## config.mk

```make
export PLATFORM = sky130hd
export DESIGN_NAME = mem_port_arbiter_flat
export DESIGN_NICKNAME = d
export VERILOG_FILES = /design/src/rtl/mem_port_arbiter_if.sv /design/src/rtl/mem_port_arbiter.sv /design/src/flat_wrapper.sv
export SDC_FILE = /design/constraint.sdc
export NUM_CORES = 1
export LEC_CHECK = 0
export CAP_MARGIN = 5
export CORE_AREA = 2 2 66 68
export CTS_CLUSTER_DIAMETER = 50
export CTS_CLUSTER_SIZE = 20
export DETAILED_ROUTE_END_ITERATION = 8
export DIE_AREA = 0 0 68 70
export PLACE_DENSITY_LB_ADDON = 0.05
export SETUP_SLACK_MARGIN = 0.5
export SLEW_MARGIN = 30
export SYNTH_ARGS = -nofsm -noshare
export SYNTH_HDL_FRONTEND = slang
export SYNTH_SLANG_ARGS = --single-unit
export TNS_END_PERCENT = 5
```

## constraint.sdc

```tcl
create_clock -name clock -period 2.3 [get_ports clock]
set_input_delay 0.46 -clock clock [delete_from_list [all_inputs] [get_ports clock]]
set_output_delay 0.46 -clock clock [all_outputs]
set_load 0.01 [all_outputs]
```

## src/rtl/mem_port_arbiter_if.sv

```systemverilog
// Bus bundles for the memory port arbiter: one requester-side bundle (used for
// both the CPU and the host) and one memory-device-side bundle.
interface mem_req_if #(
    parameter int ADDR_W = 8,
    parameter int DATA_W = 8
);
    logic              req;
    logic              we;
    logic              lock;
    logic [ADDR_W-1:0] addr;
    logic [DATA_W-1:0] wdata;
    logic              gnt;
    logic              rvalid;
    logic [DATA_W-1:0] rdata;

    modport master (output req, we, lock, addr, wdata, input gnt, rvalid, rdata);
    modport slave  (input req, we, lock, addr, wdata, output gnt, rvalid, rdata);
endinterface

interface mem_dev_if #(
    parameter int ADDR_W = 8,
    parameter int DATA_W = 8
);
    logic              en;
    logic              we;
    logic [ADDR_W-1:0] addr;
    logic [DATA_W-1:0] wdata;
    logic [DATA_W-1:0] rdata;

    modport master (output en, we, addr, wdata, input rdata);
    modport slave  (input en, we, addr, wdata, output rdata);
endinterface

```

## src/rtl/mem_port_arbiter.sv

```systemverilog
// Round-robin arbiter sharing one external memory port between the stack CPU
// and the host loader, with ownership lock and bounded-wait pre-emption.
module mem_port_arbiter #(
    parameter int ADDR_W   = 8,
    parameter int DATA_W   = 8,
    parameter int MAX_WAIT = 4
) (
    input  logic      clock,
    input  logic      reset_n,
    mem_req_if.slave  cpu,
    mem_req_if.slave  host,
    mem_dev_if.master mem
);

    typedef enum logic [1:0] {IDLE, OWN_CPU, OWN_HOST} state_t;

    localparam logic [7:0] WAIT_LAST = 8'(MAX_WAIT - 1);

    state_t            state;
    state_t            next_state;
    logic              last_host;
    logic [7:0]        wait_cnt;
    logic              tag_valid;
    logic              tag_host;

    logic              owner_req;
    logic              owner_we;
    logic              owner_lock;
    logic              other_req;
    logic [ADDR_W-1:0] owner_addr;
    logic [DATA_W-1:0] owner_wdata;
    state_t            other_own;

    always_comb begin
        owner_req   = 1'b0;
        owner_we    = 1'b0;
        owner_lock  = 1'b0;
        other_req   = 1'b0;
        owner_addr  = '0;
        owner_wdata = '0;
        other_own   = IDLE;
        case (state)
            OWN_CPU: begin
                owner_req   = cpu.req;
                owner_we    = cpu.we;
                owner_lock  = cpu.lock;
                other_req   = host.req;
                owner_addr  = cpu.addr;
                owner_wdata = cpu.wdata;
                other_own   = OWN_HOST;
            end
            OWN_HOST: begin
                owner_req   = host.req;
                owner_we    = host.we;
                owner_lock  = host.lock;
                other_req   = cpu.req;
                owner_addr  = host.addr;
                owner_wdata = host.wdata;
                other_own   = OWN_CPU;
            end
            default: ;
        endcase
    end

    assign mem.en    = owner_req;
    assign mem.we    = owner_req & owner_we;
    assign mem.addr  = owner_req ? owner_addr : '0;
    assign mem.wdata = owner_req ? owner_wdata : '0;

    // An unlocked owner keeps the port while it requests, until the other side
    // has waited its full budget; a lock overrides both release and pre-emption.
    always_comb begin
        next_state = state;
        case (state)
            IDLE: begin
                if (cpu.req && host.req)
                    next_state = last_host ? OWN_CPU : OWN_HOST;
                else if (cpu.req)
                    next_state = OWN_CPU;
                else if (host.req)
                    next_state = OWN_HOST;
            end
            OWN_CPU, OWN_HOST: begin
                if (!owner_lock) begin
                    if (!owner_req)
                        next_state = other_req ? other_own : IDLE;
                    else if (other_req && (wait_cnt == WAIT_LAST))
                        next_state = other_own;
                end
            end
            default: next_state = IDLE;
        endcase
    end

    always_ff @(posedge clock or negedge reset_n) begin
        if (!reset_n) begin
            state     <= IDLE;
            last_host <= 1'b1;
            wait_cnt  <= 8'd0;
            tag_valid <= 1'b0;
            tag_host  <= 1'b0;
        end else begin
            state     <= next_state;
            tag_valid <= mem.en & ~mem.we;
            tag_host  <= (state == OWN_HOST);
            if (next_state != state) begin
                wait_cnt <= 8'd0;
                if (next_state == OWN_CPU)
                    last_host <= 1'b0;
                else if (next_state == OWN_HOST)
                    last_host <= 1'b1;
            end else if ((state != IDLE) && other_req) begin
                if (wait_cnt != WAIT_LAST)
                    wait_cnt <= wait_cnt + 8'd1;
            end else begin
                wait_cnt <= 8'd0;
            end
        end
    end

    assign cpu.gnt     = (state == OWN_CPU);
    assign host.gnt    = (state == OWN_HOST);
    assign cpu.rvalid  = tag_valid & ~tag_host;
    assign host.rvalid = tag_valid & tag_host;
    assign cpu.rdata   = cpu.rvalid ? mem.rdata : '0;
    assign host.rdata  = host.rvalid ? mem.rdata : '0;

endmodule

```

## src/flat_wrapper.sv

```systemverilog
// flat-port wrapper written by rule: the top's interface ports become plain ports
module mem_port_arbiter_flat 
#(
    parameter int ADDR_W   = 8,
    parameter int DATA_W   = 8,
    parameter int MAX_WAIT = 4
)
  (clock, reset_n, cpu_req, cpu_we, cpu_lock, cpu_addr, cpu_wdata, cpu_gnt, cpu_rvalid, cpu_rdata, host_req, host_we, host_lock, host_addr, host_wdata, host_gnt, host_rvalid, host_rdata, mem_en, mem_we, mem_addr, mem_wdata, mem_rdata);
  mem_req_if #(.ADDR_W(ADDR_W), .DATA_W(DATA_W)) cpu_i ();
  mem_req_if #(.ADDR_W(ADDR_W), .DATA_W(DATA_W)) host_i ();
  mem_dev_if #(.ADDR_W(ADDR_W), .DATA_W(DATA_W)) mem_i ();
  input  logic clock;
  input  logic reset_n;
  input wire logic [$bits(cpu_i.req)-1:0] cpu_req;
  input wire logic [$bits(cpu_i.we)-1:0] cpu_we;
  input wire logic [$bits(cpu_i.lock)-1:0] cpu_lock;
  input wire logic [$bits(cpu_i.addr)-1:0] cpu_addr;
  input wire logic [$bits(cpu_i.wdata)-1:0] cpu_wdata;
  output wire logic [$bits(cpu_i.gnt)-1:0] cpu_gnt;
  output wire logic [$bits(cpu_i.rvalid)-1:0] cpu_rvalid;
  output wire logic [$bits(cpu_i.rdata)-1:0] cpu_rdata;
  input wire logic [$bits(host_i.req)-1:0] host_req;
  input wire logic [$bits(host_i.we)-1:0] host_we;
  input wire logic [$bits(host_i.lock)-1:0] host_lock;
  input wire logic [$bits(host_i.addr)-1:0] host_addr;
  input wire logic [$bits(host_i.wdata)-1:0] host_wdata;
  output wire logic [$bits(host_i.gnt)-1:0] host_gnt;
  output wire logic [$bits(host_i.rvalid)-1:0] host_rvalid;
  output wire logic [$bits(host_i.rdata)-1:0] host_rdata;
  output wire logic [$bits(mem_i.en)-1:0] mem_en;
  output wire logic [$bits(mem_i.we)-1:0] mem_we;
  output wire logic [$bits(mem_i.addr)-1:0] mem_addr;
  output wire logic [$bits(mem_i.wdata)-1:0] mem_wdata;
  input wire logic [$bits(mem_i.rdata)-1:0] mem_rdata;
  assign cpu_i.req = cpu_req;
  assign cpu_i.we = cpu_we;
  assign cpu_i.lock = cpu_lock;
  assign cpu_i.addr = cpu_addr;
  assign cpu_i.wdata = cpu_wdata;
  assign cpu_gnt = cpu_i.gnt;
  assign cpu_rvalid = cpu_i.rvalid;
  assign cpu_rdata = cpu_i.rdata;
  assign host_i.req = host_req;
  assign host_i.we = host_we;
  assign host_i.lock = host_lock;
  assign host_i.addr = host_addr;
  assign host_i.wdata = host_wdata;
  assign host_gnt = host_i.gnt;
  assign host_rvalid = host_i.rvalid;
  assign host_rdata = host_i.rdata;
  assign mem_en = mem_i.en;
  assign mem_we = mem_i.we;
  assign mem_addr = mem_i.addr;
  assign mem_wdata = mem_i.wdata;
  assign mem_i.rdata = mem_rdata;
  mem_port_arbiter #(.ADDR_W(ADDR_W), .DATA_W(DATA_W), .MAX_WAIT(MAX_WAIT)) u_core (.clock(clock), .reset_n(reset_n), .cpu(cpu_i), .host(host_i), .mem(mem_i));
endmodule
```

Word level (Yosys, flattened, before mapping)
Index checks and enable logic that the tools add are counted.

Add/subtract/negate cells: 1. Equal/unequal tests: 8. Muxes and demuxes: 25. Bitwise logic cells: 6. Reduce and logical (&&, ||, !) cells: 8.

Operators with widths (number): 2-to-1 mux 8 bit (7); case mux 8 bit (2 select lines) (2); 2-to-1 mux 2 bit (8); adder 8 x 1 -> 8 bit, second input constant (1); equality test 8 x 2 -> 1 bit, second input constant (1); != test 8 x 2 -> 1 bit, second input constant (1); case mux 1 bit (2 select lines) (4); case mux 2 bit (2 select lines) (2); AND 1 bit (4); equality test 2 x 1 -> 1 bit, second input constant (2); equality test 2 bit, second input constant (2); nonzero test 2 bit (2); logical AND 1 bit (3); != test 3 x 2 -> 1 bit, second input constant (1); zero test 2 bit (1); 2-to-1 mux 1 bit (2); != test 2 bit (1); NOT 1 bit (2); AND reduction 2 bit (1); OR reduction 2 bit (1).

Register bits: 13. Bits of input ports: 48. Output and inout port bits: 38. Word-level logic and storage cells: 53.

Depth between registers and ports, before layout
Gate-level depths: netlist (run 1).

Depth after elaboration: 10. Gate-level depth with buffers: 11. Depth with buffers taken out: 11.

Worst setup path before layout (run 1)
Ideal clock, no wire load.

Path kind: register to register. Start: register u_core.state[0]. End: register u_core.last_host. Library setup time: 64 ps. Arrival time: 2455 ps. Setup slack: -219 ps. Stages on the path, launching flop included: 12. Path buffers: 1. Period minus slack after synthesis: 2519 ps. Path through: dfrtp_1 -> inv_1 -> ha_1 -> clkbuf_1 -> o21ai_0 -> a21oi_1 -> nand2_1 -> mux2i_1 -> a21o_1 -> ha_1 -> a211o_1 -> nand3_1.

Longest elaborated chain between the ends: 10. Elaborated cells between the ends (all ways): 23.

RTL lines: start, declared (RTL line mem_port_arbiter.sv:19) `state_t state;`; start signal, assigned (RTL line mem_port_arbiter.sv:103) `state <= next_state;`; equality test 2 bit (*); net host_gnt (RTL line flat_wrapper.sv:27) `output wire logic [$bits(host_i.gnt)-1:0] host_gnt;`; case mux 1 bit (2 select lines) (RTL line mem_port_arbiter.sv:42) `case (state)`; logical AND 1 bit (RTL line mem_port_arbiter.sv:87) `else if (other_req && (wait_cnt == WAIT_LAST))`; 2-to-1 mux 2 bit (RTL line mem_port_arbiter.sv:87); 2-to-1 mux 2 bit (RTL line mem_port_arbiter.sv:85) `if (!owner_req)`; 2-to-1 mux 2 bit (RTL line mem_port_arbiter.sv:84) `if (!owner_lock) begin`; case mux 2 bit (2 select lines) (*) (RTL line mem_port_arbiter.sv:74) `case (state)`; equality test 2 bit or equality test 2 x 1 -> 1 bit (tied branches) (RTL line mem_port_arbiter.sv:110, mem_port_arbiter.sv:108); nonzero test 2 bit (no line); AND reduction 2 bit (no line); end signal, assigned (RTL line mem_port_arbiter.sv:98) `last_host <= 1'b1;`; end signal, assigned (RTL line mem_port_arbiter.sv:109) `last_host <= 1'b0;`; end signal, assigned (RTL line mem_port_arbiter.sv:111) `last_host <= 1'b1;`; end, declared (RTL line mem_port_arbiter.sv:21) `logic last_host;`.

The timed path passes the listed nets; every way through them passes the cells marked *. A chain may end at the register's enable or synchronous reset.

Worst setup path after layout (run 1)
Start: register u_core.wait_cnt[1]. End: register u_core.last_host.

Longest elaborated chain between the ends: 9. Elaborated cells between the ends (all ways): 12.

RTL lines: start, declared (RTL line mem_port_arbiter.sv:22) `logic [7:0] wait_cnt;`; start signal, assigned (RTL line mem_port_arbiter.sv:114) `wait_cnt <= wait_cnt + 8'd1;`; equality test 8 x 2 -> 1 bit (*) (RTL line mem_port_arbiter.sv:87); logical AND 1 bit (*) (RTL line mem_port_arbiter.sv:87); 2-to-1 mux 2 bit (*) (RTL line mem_port_arbiter.sv:87); 2-to-1 mux 2 bit (*) (RTL line mem_port_arbiter.sv:85); 2-to-1 mux 2 bit (*) (RTL line mem_port_arbiter.sv:84); case mux 2 bit (2 select lines) (*) (RTL line mem_port_arbiter.sv:74); equality test 2 bit or equality test 2 x 1 -> 1 bit (tied branches) (RTL line mem_port_arbiter.sv:110, mem_port_arbiter.sv:108); nonzero test 2 bit (no line); AND reduction 2 bit (no line).

Mark *: on every way between the ends. The rest lies on a longest branch, timed or not.

==> impl_metrics.csv, run 1 <==
group,metric,value,unit
synthesis,synth_top_family_by_area,"simple AND/OR/NAND/NOR gates",
synthesis,synthCells,155,
worst_setup_path,rr_worst_depth,11,
cells_and_area,multiInputGateArea,0.00115,mm2
cells_and_area,final_nets,324,
synthesis,synthTopCellsByCount,"28 x nor2_1, 17 x a22oi_1, 12 x dfrtp_1, 10 x and3_1",
synthesis,ys_top_cells_by_area,"dfrtp_1 24%, a22oi_1 10%, nor2_1 8.5%, ha_1 6.1%, and3_1 5.1%",
min_path,hold_depth,2,
sta,slew_headroom,0.626,
route,drt-total-wl,4600,um
sta,clock_skew,0.00346,ns
sta,worst_slew_pin_slew,0.559,ns
power,switching_power,0.995,mW
clock_tree,path_clk_slew,0.05,ns
synthesis,ys_ff_latch,13,
power,intPower,1.31,mW
worst_setup_path,crit_path_start_kind,"flip-flop",
synthesis,synth-xor-area-share,0.0496,
cells_and_area,syn_to_final_growth,123,%
clock_tree,clkLatencyLatePin,0.24,ns
synthesis,synthFlopType,"dfrtp_1",
synthesis,syn_nets,209,
min_path,hold_class,"flip-flop to flip-flop",
worst_setup_path,r2r_setup_slack,-0.18,ns
cells_and_area,regArea,329,um2
synthesis,synthAdderAreaFrac,0.0607,
placed_design,dp_hpwl,3390,um
cells_and_area,stdcell_area,0.00276,mm2
global_routing,antenna_found_initial,0,
floorplan,die-area,0.00476,mm2
cells_and_area,fillerInstances,312,
synthesis,synth_mux_area_frac,0.0243,
cells_and_area,antenna_cells,0,
global_routing,grt_pass1_wl,6900,um
synthesis,avgSynthCellArea,7.98,um2
cells_and_area,drive_above_1_share,0.442,
placed_design,place.port_buffers,85,
route,drt_first_pass_iters,4,
global_routing,overflow,0,
route,num_vias,1642,
synthesis,yosysWarningCount,0,
clock_tree,cts_tree,"done",
synthesis,yosysMostFrequentCell,"nor2_1",
power,ir_drop,0.500,mV
power,p_sw_frac,0.432,
synthesis,syn_area,0.00124,mm2
worst_setup_path,worstPathRequired,2.48,ns
sta,period_needed,2.48,ns
route,ant_nets,0,
power,p_leak,1.15,nW
clock_tree,hold_buffers,0,
synthesis,synth_top_area_frac,0.243,
route,vias_per_cell,5.12,
route,drt-initial-drc-count,60,
min_path,hp-start,"u_core.last_host",
global_routing,grt_pass1_vias,1638,
placed_design,globalplace.congestion,0.812,
worst_setup_path,regToRegStartpoint,"u_core.wait_cnt[1]",
worst_setup_path,crit_type,"flip-flop to flip-flop",
power,p_clk_frac,0.087,
clock_tree,cts_buffers,3,
sta,max_freq,0.403,GHz
sta,tns,-0.181,ns
cells_and_area,fin_cells,321,
power,p_seq_frac,0.150,
floorplan,num_rows,24,
sta,finalCritPeriodShare,1.08,
sta,finalSetupViolCount,1,
synthesis,yosysTopAreaCell,"dfrtp_1",
clock_tree,cts_root_buf,"clkbuf_8",
worst_setup_path,setup.worst_path.start,"u_core.wait_cnt[1]",
worst_setup_path,path_max_fanout,2,
placed_design,place_area,0.00235,mm2
power,powerDensity,837,mW/mm2
synthesis,synth-edff-count,0,
synthesis,yosys.area_share.simple,0.302,
floorplan,die_h,70,um
route,routedWlPerCell,14.3,um
sta,rsz0062_at_grt,"yes",
global_routing,track_usage,0.184,
outcome,violations,"setup timing",
worst_setup_path,crit_path_end_kind,"flip-flop",
floorplan,start_util,0.298,
sta,hold_viol,0,
clock_tree,cts_max_level,1,
flow_run,max_cap_viol_count,0,
power,power_frac_comb,0.763,
floorplan,die_w,68,um
synthesis,async_flop_share,1.00,
synthesis,synth-compound-area-share,0.259,
global_routing,grt_max_degree,20,
worst_setup_path,arrival,2.66,ns
placed_design,dp.cells,311,
sta,drv_slew,0,
synthesis,synth_seq_area_share,0.264,
synthesis,synth.distinct_cells,40,
outcome,status,"complete, but fails checks",
route,drcViolationCount,0,
floorplan,core_area,0.00414,mm2
sta,setup_slack,-0.181,ns
floorplan,io_pins,86,
clock_tree,clock-sinks,13,
clock_tree,cts.path.max_buffers,2,
-- routing by layer --
layer  wire length (um)  up-vias  share of wire  track usage
met5                  0        -              0            0
met3                404       10          0.088       0.0403
met4                106        0          0.023       0.0733
met2               2320       90           0.51        0.330
met1               1760      742           0.38        0.202
li1                   -      800              -            -
-- area by class of cell --
cell class,instances,share of cell area
Clock buffer,4,0.0163
Inverter,5,0.00681
Multi-Input combinational cell,129,0.419
Sequential cell,13,0.119
Tap cell,52,0.0236
Timing Repair Buffer,118,0.415
-- cells by family after synthesis --
| logic type | Yosys count |
|---|---|
| AND/OR/NAND/NOR | 71 |
| AO/OA/AOI/OAI | 42 |
| buffers and inverters | 13 |
| flip-flops | 13 |
| XOR/XNOR | 7 |
| adder cells (fa/ha/maj) | 6 |
| multiplexers | 3 |
-- layout by cell type, fill, tap and decap left out, types with 2 or more instances in the layout --
cell,instances
a211oi_1,3
a21o_1,2
a21oi_1,3
a22oi_2,17
and2_1,9
and3_1,10
buf_12,3
buf_2,3
buf_4,24
buf_6,20
clkbuf_2,7
clkbuf_8,3
clkdlybuf4s15_1,2
clkdlybuf4s50_1,55
dfrtp_1,10
dfrtp_2,2
dlygate4sd2_1,2
ha_1,2
ha_4,3
inv_1,2
inv_2,3
mux2i_1,2
nand2_1,5
nand3_1,9
nor2_1,13
nor2_4,14
o21ai_0,4
xor2_1,6
-- through the flow --
stage	setup WS, ns	utilization	power (mW)	hold slack, ns
final	-0.181	0.665	2.31	0.525
after global routing	-0.284	0.665	2.46	0.551
after CTS	-0.183	0.586	1.89	0.533
after detailed placement	-0.324	0.567	1.61	0.524
after global placement	-0.279	0.567	1.57	0.509
after floorplan	-0.165	-	0.991	0.164
-- sequential cells by signal, indices dropped and copies added (netlist names) --
register and count:
u_core.tag_host 1, u_core.wait_cnt 8, u_core.state 2, u_core.last_host 1, u_core.tag_valid 1
-- critical path, stage by stage, from the launching register on --
cell and delay [ns]:
dfrtp_1 0.36, ha_2 0.19, or4b_4 0.47, nor4_4 0.15, buf_4 0.17, o21ai_2 0.06, nand2_2 0.09, mux2i_2 0.25
a21o_1 0.15, ha_1 0.24, a211o_1 0.23, nand3_1 0.07
-- worst paths after layout --
kind	endpoint
max	u_core.last_host
min	u_core.last_host
max reg2reg	u_core.last_host
min reg2reg	u_core.last_host
max in group asynchronous	u_core.state[0]
min in group asynchronous	u_core.wait_cnt[7]
-- power by group through the flow --
stage                     Combinational [mW]  Sequential [mW]  Clock [mW]
final                                   1.76            0.346       0.201
after CTS                               1.35            0.340       0.206
after detailed placement                1.28            0.333           0
after floorplan                        0.664            0.328           0
after global routing                    1.88            0.357       0.218
after global placement                  1.25            0.328           0
-- timing repair --
item	CTS	global route
gates resized for setup	56	142
gates cloned	0	2
pin swaps	4	41
endpoints found under the hold margin	0	0
endpoints found under the setup margin	49	47
setup buffers	2	2
(Power assumes the default switching activity.)
==> inputs of run 2 (changes only) <==
CORE_AREA = 2 2 65 67   (was 2 2 66 68)
CTS_BUF_LIST = sky130_fd_sc_hd__clkbuf_4   (was not set)
DIE_AREA = 0 0 67 69   (was 0 0 68 70)
==> run 2 against run 1 <==
The run still ends with setup timing left. Final area fell by 4.8%. Die area is 2.9% lower. Total power down 4.3%. Critical path depth is 1 lower. Clock skew is 0.00095 ns lower.
==> impl_metrics.csv, run 2 (synthesis results as in run 1) <==
group,metric,value,unit
outcome,status,"complete, but fails checks",
outcome,violations,"setup timing",
global_routing,busiest_layer,"met2",
floorplan,die_h,69,um
sta,max_freq,0.416,GHz
route,drcViolationCount,0,
global_routing,grt_pass1_wl,7560,um
power,ir_drop,0.591,mV
floorplan,die-area,0.00462,mm2
cells_and_area,final_common_cell,"clkdlybuf4s50_1",
worst_setup_path,path_max_fanout,2,
sta,finalCritPeriodShare,1.05,
cells_and_area,final_nets,325,
floorplan,io_pins,86,
power,total_power,2.21,mW
sta,setup_slack,-0.106,ns
route,ant_nets,0,
placed_design,place.port_buffers,85,
worst_setup_path,worstPathRequired,2.52,ns
clock_tree,path_clk_slew,0.08,ns
route,vias_per_cell,5.21,
global_routing,grt_max_degree,14,
power,p_leak,1.15,nW
sta,clock_skew,0.00251,ns
worst_setup_path,arrival,2.63,ns
worst_setup_path,crit_path_start_kind,"flip-flop",
route,drt_first_pass_iters,5,
sta,drv_slew,0,
global_routing,antenna_found_initial,0,
sta,period_needed,2.41,ns
cells_and_area,drive_above_1_share,0.433,
route,drt-initial-drc-count,42,
global_routing,grt_use_met2,0.372,
min_path,hp-start,"u_core.last_host",
worst_setup_path,setup.worst_path.start,"u_core.wait_cnt[0]",
floorplan,start_util,0.316,
cells_and_area,regArea,330,um2
floorplan,num_rows,23,
cells_and_area,syn_to_final_growth,112,%
floorplan,die_w,67,um
sta,hold_viol,0,
cells_and_area,antenna_cells,0,
global_routing,overflow,0,
global_routing,track_usage,0.204,
route,routedWlPerCell,15.1,um
global_routing,grtUsageMet1,0.237,
worst_setup_path,crit_type,"flip-flop to flip-flop",
sta,rsz0062_at_grt,"yes",
global_routing,grtUsageMet3,0.0326,
cells_and_area,fillerInstances,350,
global_routing,grt_pass1_vias,1686,
cells_and_area,top_regs,"u_core.wait_cnt: 8 flops, u_core.state: 2 flops",
clock_tree,cts_tree,"done",
placed_design,globalplace.congestion,0.916,
route,drt-total-wl,4850,um
worst_setup_path,regToRegStartpoint,"u_core.wait_cnt[0]",
cells_and_area,fin_cells,320,
floorplan,core_area,0.00391,mm2
power,powerDensity,841,mW/mm2
cells_and_area,largest_reg_flops,8,
sta,slew_headroom,0.626,
cells_and_area,multiInputGateArea,0.00108,mm2
route,num_vias,1666,
clock_tree,clkLatencyLatePin,0.27,ns
sta,worst_slew_pin_slew,0.560,ns
placed_design,dp_hpwl,3690,um
cells_and_area,largest-register,"u_core.wait_cnt",
clock_tree,cts_max_level,1,
clock_tree,cts_root_buf,"clkbuf_4",
min_path,hold_class,"flip-flop to flip-flop",
clock_tree,cts.path.max_buffers,2,
cells_and_area,layout_common_cells,"47 x clkdlybuf4s50_1, 26 x buf_4, 19 x buf_6, 16 x a22oi_1, 14 x nor2_4",
worst_setup_path,crit_path_end_kind,"flip-flop",
flow_run,max_cap_viol_count,0,
clock_tree,clock-sinks,13,
clock_tree,cts_buffers,3,
placed_design,dp.cells,311,
sta,finalSetupViolCount,1,
==> run 2: cell count changes in the layout (fill, tap and decap cells not counted), sizes merged <==
cell           delta
clkbuf            +3
buf               +7
clkdlybuf4s50     -8
clkdlybuf4s15     -1
inv               -1
clkinv            +1
==> run 2: area by class of cell <==
| type | count | share of cell area |
|---|---|---|
| timing repair buffer | 119 | 0.418 |
| multi-input combinational | 129 | 0.410 |
| sequential | 13 | 0.126 |
| tap | 50 | 0.0239 |
| clock buffer | 4 | 0.0115 |
| inverter | 5 | 0.0100 |
==> run 2: routing by layer <==
layer	wire length [um]	share of wire
met5	0	0
met4	85	0.018
met3	377	0.078
met2	2630	0.54
met1	1750	0.36
==> run 2: stage by stage <==
stage	setup slack, ns	hold WS, ns	util	TNS, ns	area [um2]
after floorplan	-0.165	0.164	-	-0.259	1240
after global placement	-0.234	0.510	0.600	-4.59	2350
after detailed placement	-0.303	0.518	0.600	-5.19	2350
after CTS	-0.109	0.529	0.653	-0.109	2560
after global routing	-0.245	0.567	0.670	-0.245	2620
final	-0.106	0.533	0.670	-0.106	2620
==> run 2: what timing repair did <==
action,4_1_cts,5_1_grt
setup endpoints to repair,49,46
hold buffers,0,0
cloned,2,0
resized for setup,166,52
pin swaps,25,25
buffers inserted,3,0
==> run 2: critical path, cell delays in order, from the launching register on <==
cell and delay [ns]:
dfrtp_1 0.37, ha_2 0.18, or4b_4 0.47, nor4_4 0.21, o21ai_2 0.11, nand2_2 0.09, mux2i_1 0.24, a21o_1 0.15
ha_1 0.23, a211o_1 0.23, nand3_1 0.07
==> run 2: power breakdown <==
group	switching, mW	internal, mW
combinational	0.849	0.860
sequential	0.0617	0.281
clock	0.0757	0.0790
total	0.986	1.22
==> run 2: path summary, 6_finish.rpt <==
check | depth (start not counted) | slack, ns | to
min in group asynchronous | 1 | 0.54 | u_core.wait_cnt[3]
hold / removal | 2 | 0.53 | u_core.last_host
setup / recovery | 10 | -0.11 | u_core.last_host
hold reg to reg | 2 | 0.53 | u_core.last_host
setup reg to reg | 10 | -0.11 | u_core.last_host
max in group asynchronous | 1 | 1.36 | u_core.tag_host
